`src/rtl/irq_collector.sv`:
```
`default_nettype none
// ============================================================================
//  Module      : irq_collector
//  Description : Edge-detecting, maskable interrupt collector that drives the
//                CPU irq/iack handshake and the acknowledge-cycle vector.
//                Optional macro IRQCTL_SYNC_EN adds a 2-flop input synchronizer.
//  Revision    : 1.0 - initial release
// ============================================================================
module irq_collector #(
   parameter int NIRQ    = 64,
   parameter int HOLDOFF = 4
) (
   input  logic            clk,
   input  logic            reset_n,
   input  logic [NIRQ-1:0] i_src,
   input  logic            i_mask_we,
   input  logic [NIRQ-1:0] i_mask,
   output logic [NIRQ-1:0] o_mask,
   input  logic            i_iack,
   output logic            o_irq,
   output logic [63:0]     o_vector,
   output logic [NIRQ-1:0] o_pending
);

   localparam int CW = (HOLDOFF > 1) ? $clog2(HOLDOFF) : 1;
   localparam logic [CW-1:0] C_HOLD_INIT = (HOLDOFF > 0) ? CW'(HOLDOFF - 1) : '0;

   typedef enum logic [1:0] {
      S_IDLE = 2'd0,
      S_REQ  = 2'd1,
      S_ACK  = 2'd2,
      S_HOLD = 2'd3
   } state_t;

   state_t          r_state;
   state_t          w_state_nxt;
   logic [CW-1:0]   r_cnt;
   logic [CW-1:0]   w_cnt_nxt;
   logic            r_irq;
   logic [NIRQ-1:0] r_smp;
   logic [NIRQ-1:0] r_prev;
   logic [NIRQ-1:0] r_pend;
   logic [NIRQ-1:0] r_mask;
   logic [NIRQ-1:0] r_snap;
   logic [NIRQ-1:0] w_src;
   logic [NIRQ-1:0] w_rise;
   logic [NIRQ-1:0] w_masked;
   logic [NIRQ-1:0] w_clr;
   logic [NIRQ-1:0] w_vec;
   logic            w_capture;

`ifdef IRQCTL_SYNC_EN
   logic [NIRQ-1:0] r_sync1;
   logic [NIRQ-1:0] r_sync2;

   always_ff @(posedge clk or negedge reset_n) begin
      if (!reset_n) begin
         r_sync1 <= '0;
         r_sync2 <= '0;
      end else begin
         r_sync1 <= i_src;
         r_sync2 <= r_sync1;
      end
   end

   assign w_src = r_sync2;
`else
   assign w_src = i_src;
`endif

   assign w_rise   = r_smp & ~r_prev;
   assign w_masked = r_pend & r_mask;

   always_comb begin
      w_state_nxt = r_state;
      w_cnt_nxt   = r_cnt;
      w_clr       = '0;
      w_capture   = 1'b0;
      case (r_state)
         S_IDLE: begin
            if (|w_masked) w_state_nxt = S_REQ;
         end
         S_REQ: begin
            if (i_iack) begin
               w_capture   = 1'b1;
               w_clr       = w_masked;
               w_state_nxt = S_ACK;
            end else if (~|w_masked) begin
               // only a mask write can empty the masked set while requesting
               w_state_nxt = S_IDLE;
            end
         end
         S_ACK: begin
            if (!i_iack) begin
               if (HOLDOFF == 0) begin
                  w_state_nxt = S_IDLE;
               end else begin
                  w_state_nxt = S_HOLD;
                  w_cnt_nxt   = C_HOLD_INIT;
               end
            end
         end
         S_HOLD: begin
            if (r_cnt == '0) w_state_nxt = S_IDLE;
            else             w_cnt_nxt   = r_cnt - CW'(1);
         end
         default: w_state_nxt = S_IDLE;
      endcase
   end

   always_ff @(posedge clk or negedge reset_n) begin
      if (!reset_n) begin
         r_state <= S_IDLE;
         r_cnt   <= '0;
         r_irq   <= 1'b0;
         r_smp   <= '0;
         r_prev  <= '0;
         r_pend  <= '0;
         r_mask  <= '0;
         r_snap  <= '0;
      end else begin
         r_state <= w_state_nxt;
         r_cnt   <= w_cnt_nxt;
         r_irq   <= (w_state_nxt == S_REQ);
         r_smp   <= w_src;
         r_prev  <= r_smp;
         // a new rise on an acknowledged bit keeps it pending
         r_pend  <= (r_pend & ~w_clr) | w_rise;
         if (i_mask_we) r_mask <= i_mask;
         if (w_capture) r_snap <= w_masked;
      end
   end

   // live view before the acknowledge so the CPU sees it in the iack cycle
   assign w_vec     = ((r_state == S_IDLE) || (r_state == S_REQ)) ? w_masked : r_snap;
   assign o_vector  = 64'(w_vec);
   assign o_irq     = r_irq;
   assign o_mask    = r_mask;
   assign o_pending = r_pend;

endmodule
`default_nettype wire

```
`config.mk`:
```
export PLATFORM = sky130hd
export DESIGN_NAME = irq_collector
export DESIGN_NICKNAME = d
export VERILOG_FILES = /design/src/rtl/irq_collector.sv
export SDC_FILE = /design/constraint.sdc
export NUM_CORES = 1
export LEC_CHECK = 0
export ABC_CLOCK_PERIOD_IN_PS = 1400
export CORE_MARGIN = 1.5
export CORE_UTILIZATION = 48
export CTS_CLUSTER_SIZE = 28
export DETAILED_ROUTE_END_ITERATION = 8
export PLACE_DENSITY = 0.85
export SLEW_MARGIN = 20
export SYNTH_ARGS = -nofsm -noshare
export SYNTH_HDL_FRONTEND = slang
export SYNTH_SLANG_ARGS = --single-unit
```
`constraint.sdc`:
```
create_clock -name clk -period 1.4 [get_ports clk]
set_input_delay 0.14 -clock clk [delete_from_list [all_inputs] [get_ports clk]]
set_output_delay 0.14 -clock clk [all_outputs]
set_load 0.1 [all_outputs]
```
==> run metrics, run 1 <==
Synth area leader dfrtp_1; post-synthesis mux area share 6.15%; share of the synthesized area in the top cell type 68.4%; Syn Nets 1181; xor/xnor share of the synthesized area 0%; area fraction in and, or, nand and nor cells after synthesis 11.7%; Top-Level Pins 325; Synth cell types 24; Stop stage global routing (5_1_grt); sequential area share after synthesis between 60% and 70%; GPL Wtd Cong 0.844; Cell Rows 57; clk root buf clkbuf_16; Clock Tree Buf Depth 3; global route overflow between 1000 and 1500; Seq cells post-synth between 300 and 400; Worst endpoint, post-GRT repair o_vector[5]; Post-Synthesis Cells approximately 1000; Initial Util 48.9%; Error [ERROR GRT-0232] Routing congestion too high. Check the congestion heatmap in the GUI.; die span in x 160 µm; Synth area leaders dfrtp_1, nand2_1, mux2_2; I/O Buffers 324; Syn Area/Cell about 11 µm²; CTS H-tree lvls 2; Area after DPL 0.0208 mm²; Syn Std Cell Area 0.0119 mm²; warnings from Yosys 0; largest net degree at the start of global routing 46; Top FF cell, synth dfrtp_1; CTS Buf Count 35; EDFF count, synth 0; Clock Sinks 325; status stopped before the end; WEP type top-level output; largest family of logic cells by synthesized area simple AND/OR/NAND/NOR gates; post-DP HPWL 31100 µm; global-route usage over all layers 93.8%; compound-cell area share of the yosys netlist 9.35%; DP Worst Slack -0.289 ns; Synth Area in Adders 0.105%; ys async rst share between 90% and 100%; Vert. Die Dim 160 µm
## timing repair
action | in CTS
hold buffers | 1
hold endpoints to repair | 275
pin swaps | 17
endpoints found under the setup margin | 237
gates cloned | 17
setup buffers | 64
gates resized for setup | 208
## routing by layer
layer | GRT overflow | global-route usage [%]
met1 | 6 | 88.2
met2 | 644 | 110
met5 | 1 | 33.0
met4 | 345 | 107
met3 | 7 | 80.1
## stage by stage
step,cells,utilization [%],hold WS [ns]
3_3_place_gp,1868,85.5,0.0766
2_1_floorplan,1048,-,-0.156
4_1_cts,1988,96.3,0.0541
3_5_place_dp,1868,85.5,0.0822
## logic make-up after synthesis
group / Yosys count
flip-flops: 325
AO/OA/AOI/OAI: 199
AND/OR/NAND/NOR: 350
adder cells (fa/ha/maj): 1
multiplexers: 65
buffers and inverters: 108
## synth_stat cells (2+ instances only)
cell type and count:
dfrtp_1 325, mux2_2 65, nor4_1 4, o21ai_1 51, nand4_1 16, nand2_1 321
clkbuf_1 8, a21oi_1 4, o21ai_2 30, o21ai_0 113, buf_6 11, nand2b_1 2
buf_2 22, inv_1 66
==> run 2: changes to the inputs <==
- CORE_UTILIZATION: 48 -> 40
- CTS_CLUSTER_SIZE: 28 -> default
- PLACE_DENSITY: 0.85 -> default
- PLACE_DENSITY_LB_ADDON: default -> 0.15
==> run 2 against run 1 <==
Against the previous run:
- the flow now finishes, with violations (negative setup slack)
- synthesized cell count unchanged
- area after synthesis unchanged
==> run metrics, run 2 <==
warnings from Yosys 0 (unchanged); crit-path max cell delay 0.52 ns; Area after DPL 0.0208 mm² (about the same); I/O Buffers 324 (unchanged); Seq cells post-synth 325 (unchanged); Max-slew headroom 71.0%; hold_sp i_src[22]; commonest cells after routing, fill and taps aside nand2_1, buf_12, dfrtp_1; critical path arrival 1.76 ns; Max rail drop VDD 1.43 mV; Synth Area in Adders 0.105% (unchanged); CP most frequent cell buf_12; die span in x 175 µm (was 160 µm); hold path depth 1; EDFF count, synth 0 (unchanged); worst hold path type input pin to flip-flop; flop2flop setup slack -0.22 ns; CP Launch Type flip-flop; top cells by instance count after synthesis dfrtp_1, nand2_1, o21ai_0 (unchanged); global route overflow 0; Worst path top cell family by delay buffers and inverters; WHS Endpoint r_smp[22]$_DFF_PN0_; post-synthesis mux area share 6.15% (unchanged); R2R Path End o_pending[8]$_DFF_PN0_; final setup fails 303; area fraction in and, or, nand and nor cells after synthesis 11.7% (unchanged); Syn Area/Cell 11.3 µm² (unchanged); Initial Util 41.0% (was 48.9%); Bufs and invs on worst path 3; clk_skew ~0.0079 ns; share of layout cells above drive strength 1 55.0%; Slew Viols, Final 0; global-route usage over all layers 24.9%; WL final 41200 µm; Syn Std Cell Area 0.0119 mm² (unchanged); compound-cell area share of the yosys netlist 9.35% (unchanged); Reg clk slew, reported paths ~0.060 ns; vias in the first global route 10800; First DRT Iteration DRCs 596; CTS H-tree lvls 2 (unchanged); Synth area leaders dfrtp_1, nand2_1, mux2_2 (unchanged); Slowest cell on crit path dfrtp_4; Syn Nets 1181 (unchanged); fin nets 1780; Power Total 59.8 mW; share of the synthesized area in the top cell type 68.4% (unchanged); clk root buf clkbuf_16 (unchanged); Initial DRT Pass Iterations 4; worst-path cell chain buf_12, clkbuf_16, o21ai_4, buf_12; Post-Synthesis Cells 1048 (unchanged); Clock Tree Buf Depth 3 (unchanged); failing checks negative setup slack; Top-Level Pins 325 (unchanged); final hold vios 0; post-DP HPWL 25900 µm (was 31100 µm); most frequent cell after synthesis dfrtp_1 (unchanged); worst setup margin -0.504 ns; first-pass GRT wire length 59300 µm; vias 10100; Area Overhead vs Synth 98.6%; most common cell after layout, fill and taps aside nand2_1; status finished, violations left (was stopped before the end); Via density 4.89; CTS Buf Count 35 (unchanged); Tmin final 1.90 ns; Routed WL per cell around 20 µm; ys async rst share 100% (unchanged); Worst Setup End Kind primary output; xor/xnor share of the synthesized area 0% (unchanged); initial antenna violation count 4; pwr/cell area 2530 mW/mm²; Cell Rows 62 (was 57); Worst EP required approximately 1.3 ns; Top FF cell, synth dfrtp_1 (unchanged); sequential area share after synthesis 68.4% (unchanged); worst-path maximum fanout 10; worst r2r src r_state[1]$_DFF_PN0_; # Max-Cap Violations 0; Synth area leader dfrtp_1 (unchanged); DR DRC count 0; die area 0.0308 mm²; post-route clock period utilization 136%; antenna-violating nets left 0; Max Fclk 525 MHz; core footprint 0.0290 mm²; Synth cell types 24 (unchanged); Leak 10.6 nW; Crit Path Category flip-flop to primary output; Worst Tran Pin Value 0.435 ns; worst-case reg-to-reg path depth 7; Worst-Skew Late Latency 0.51 ns; GPL Wtd Cong 0.786 (was 0.844); largest family of logic cells by synthesized area simple AND/OR/NAND/NOR gates (unchanged); CTS tree yes; design area 0.0236 mm²; Vert. Die Dim 175 µm (was 160 µm); RSZ-0062 raised after global routing true; largest net degree at the start of global routing 81; Clock Sinks 325 (unchanged)
==> run 2: cell counts after synthesis <==
Identical to the previous run, type by type.
==> run 2: how the worst max path moves through the flow <==
stage                       startpoint                   end  slack, ns  cells after the start
3_5_place_dp   o_pending[51]$_DFF_PN0_  r_state[0]$_DFF_PN0_      -0.47                      5
4_1_cts           r_state[1]$_DFF_PN0_           o_vector[9]      -0.50                      5
6_report          r_state[1]$_DFF_PN0_          o_vector[25]      -0.50                      4
3_3_place_gp   o_pending[51]$_DFF_PN0_  r_state[0]$_DFF_PN0_      -0.48                      5
2_1_floorplan   o_mask[17]$_DFFE_PN0P_  r_state[0]$_DFF_PN0_      -0.08                      5
5_1_grt           r_state[1]$_DFF_PN0_          o_vector[25]      -0.55                      4
==> run 2: cells by family (layout without fill, tap and decap cells) <==
logic type | Yosys count | count (layout)
mux | 65 | 65
fa+ha+maj | 1 | 1
other cells | 0 | 4
buf+inv | 108 | 731
simple gates | 350 | 352
flops | 325 | 325
compound gates | 199 | 199
==> run 2: metal layers <==
metal	GRT usage [%]	vias to the layer above	share of wire, %
li1	-	4641	-
met1	29.7	5047	39
met2	43.6	315	51
met3	6.69	79	6.4
met4	8.76	0	3.2
met5	0	-	0
==> run 2: metrics by stage <==
step	worst slack (ns)	instances	setup TNS, ns	hold slack (ns)	utilization [%]
5_1_grt	-0.553	2060	-57.07	0.0588	81.4
2_1_floorplan	-0.0777	1048	-2.76	-0.156	-
6_report	-0.504	2061	-43.60	0.0643	81.4
3_5_place_dp	-0.473	1928	-11.75	0.0163	71.8
4_1_cts	-0.502	2016	-41.24	0.0439	79.1
3_3_place_gp	-0.480	1928	-9.75	0.0141	71.8
==> run 2: what timing repair did <==
action / in CTS / in global routing
gates cloned: 4 / 21
hold buffers: 2 / 0
buffers inserted: 26 / 64
pin swaps: 13 / 9
endpoints found under the setup margin: 187 / 308
gates resized for setup: 167 / 63
hold endpoints to repair: 278 / 0
==> run 2: worst register-to-register path, stage by stage, from the launching register on <==
cell and delay [ns]:
dfrtp_4 0.52, buf_4 0.18, nor2_4 0.13, buf_8 0.16
bufbuf_16 0.26, nand2_1 0.05, nand2_1 0.08, o21ai_0 0.10
==> run 2: layout make-up <==
class | instances | area (µm²)
Inverter | 66 | 248
Tap cell | 384 | 480
Sequential cell | 325 | 8620
Clock buffer | 50 | 1020
Timing Repair Buffer | 602 | 8470
Multi-Input combinational cell | 617 | 4580
Fill cell | 1603 | 5390
Antenna cell | 4 | 10.0
Clock inverter | 13 | 195
==> run 2: report_power, final <==
| group | internal, mW | switching [mW] |
|---|---|---|
| Clock | 6.03 | 3.72 |
| Combinational | 14.1 | 22.4 |
| Sequential | 11.8 | 1.70 |
Note: power is estimated with default switching activity, not from simulation.
==> variant: new RTL, config.mk and constraints of run 2 <==
The parameter `NIRQ` goes from 64 to 128.
--- a/src/rtl/irq_collector.sv
+++ b/src/rtl/irq_collector.sv
@@ -7,7 +7,7 @@
 //  Revision    : 1.0 - initial release
 // ============================================================================
 module irq_collector #(
-   parameter int NIRQ    = 64,
+   parameter int NIRQ    = 128,
    parameter int HOLDOFF = 4
 ) (
    input  logic            clk,
Ports: changed (resized i_mask, i_src, o_mask and o_pending); port bits go from 325 to 581. No check against the original RTL was run, so the function may have changed too.
==> variant against run 2 <==
- the flow still finishes with violations (negative setup slack)
- global-route usage rose by 6.3 points
- cell count rose by 76%
- power rose by 49%
- first-iteration DRC count rose by 130%
- area after synthesis rose by 70%
- worst setup slack got worse by 0.33 ns
- sequential cell count rose by 256
- count of clock-buffer cells in the layout rose by 43
- worst hold slack got worse by 0.052 ns
- die area rose by 69%
- wire length rose by 140%
- design area rose by 82%
- highest routed layer is now met5
==> variant: results (changes against run 2) <==
- Syn nets: 1948 (was 1181)
- Drt total wl: 100600 um (was 41150 um)
- GPL Wtd Cong: 0.8611 (was 0.7858)
- Relative slew slack: 0.6509 (was 0.7097)
- Reg2reg start: o_pending[101] (was r_state[1])
- Register area share after synthesis: 0.7183 (was 0.6838)
- Worst Skew: 0.01509 ns (was 0.007937 ns)
- Share of layout cells above drive strength 1: 0.5567 (was 0.5499)
- Clock Latency Late Sink: 0.62 ns (was 0.51 ns)
- CTS max path bufs: 3 (unchanged)
- Synth top area cells: dfrtp_1 72%, nand2_1 8.4%, mux2_1 7.1% (was dfrtp_1 68%, nand2_1 10%, mux2_2 6.2%)
- CP max FO: 2 (was 10)
- Global-route usage over all layers: 0.3127 (was 0.2494)
- Worst R2R Path Depth: 6 (was 7)
- Startpoint Class: register (unchanged)
- CP delay by family, top: compound AO/OA/AOI/OAI gates (was buffers and inverters)
- Post-synth ARST share: 1.000 (unchanged)
- Crit-path max cell delay: 0.46 ns (was 0.52 ns)
- Cell variety after synth: 27 (was 24)
- TritonCTS Buffers: 58 (was 35)
- Synth cell count leaders: 581 x dfrtp_1, 455 x nand2_1, 205 x o21ai_1 (was 325 x dfrtp_1, 321 x nand2_1, 113 x o21ai_0)
- Final worst slack: -0.8360 ns (was -0.5043 ns)
- Initial antenna violation count: 11 (was 4)
- Iteration-0 DRC Markers: 1392 (was 596)
- Failing checks: negative setup slack (unchanged)
- Outcome: finished with violations (unchanged)
- Hold Path Origin: i_src[52] (was i_src[22])
- Port Buffers: 580 (was 324)
- DP Area: 34990 um^2 (was 20850 um^2)
- CP max-delay cell: or4_4 (was dfrtp_4)
- Largest net degree at the start of global routing: 69 (was 81)
- DP Wirelength: 52990 um (was 25920 um)
- Vias in the first global route: 20060 (was 10800)
- Routed vias: 19370 (was 10080)
- Worst min path class: in -> reg (unchanged)
- Nets: 3158 (was 1780)
- Final setup fails: 516 (was 303)
- Hold path depth: 1 (unchanged)
- Standby leakage power: 0.01960 uW (was 0.01059 uW)
- Worst slack at placement: -0.8339 ns (was -0.4731 ns)
- Worst-path clk slew: 0.07 ns
- Wire length of the first global-routing pass: 122700 um (was 59270 um)
- Peak supply drop: 1.592 mV (was 1.431 mV)
- Drt pass-1 iters: 5 (was 4)
- Setup TNS: -180.28 ns (was -43.60 ns)
variant: cell types whose count changed after synthesis, sizes merged, moves of 27 or more:
cell / before / now
inv: 66 / 132
clkbuf: 9 / 51
mux2: 65 / 128
nand2: 322 / 456
dfrtp: 325 / 581
buf: 33 / 6
o21ai: 194 / 257
variant: final timing paths:
path,to,slack [ns]
min,r_smp[52],0.01
max,r_state[0],-0.84
max in group asynchronous,o_mask[12],0.22
min in group asynchronous,o_pending[32],0.20
min reg2reg,r_prev[60],0.38
max reg2reg,r_state[0],-0.84
variant: through the flow:
| stage | hold WS, ns | cells |
|---|---|---|
| finish | 0.01256 | 3624 |
| CTS | 0.001504 | 3562 |
| global route | 0.001573 | 3623 |
| detailed placement | 0.01267 | 3273 |
| floorplan | -0.1556 | 1687 |
| global placement | 0.01297 | 3273 |
variant: kinds of logic (layout without fill, tap and decap cells):
kind of cell             Yosys count  after routing  synth area share
multiplexers                     128            128           0.07122
other                              0              6                 0
AND/OR/NAND/NOR                  493            496           0.09656
adder cells (fa/ha/maj)            1              1         0.0006181
flip-flops                       581            581            0.7183
buffers and inverters            189           1445           0.03505
AO/OA/AOI/OAI                    295            295           0.07820
variant: layout make-up:
class	instances	area [um^2]
tap	672	840.8
sequential	581	15080
clock buffer	93	1734
clock inverter	16	254.0
fill	2001	7184
multi-input combinational	920	8095
timing repair buffer	1204	16370
antenna	6	15.01
inverter	132	495.5
variant: timing repair:
| item | CTS | global route |
|---|---|---|
| hold endpoints to repair | 706 | 0 |
| resized for setup | 353 | 530 |
| gates cloned | 14 | 36 |
| hold buffers | 122 | 0 |
| setup endpoints to repair | 335 | 516 |
| setup buffers | 78 | 37 |
| pin swaps | 36 | 269 |
variant: layer usage:
metal	up-vias	GRT usage	routed length, um
li1	7981	-	-
met1	9919	0.3453	33790
met2	1084	0.5693	52440
met3	376	0.08150	7695
met4	10	0.1283	6619
met5	-	0	70
variant: where the power goes:
group / switching [uW] / total (uW) / internal, uW
Combinational: 30400 / 49500 / 19200
Sequential: 3040 / 22900 / 19900
Clock: 7030 / 16600 / 9590
Total: 40400 / 89100 / 48700
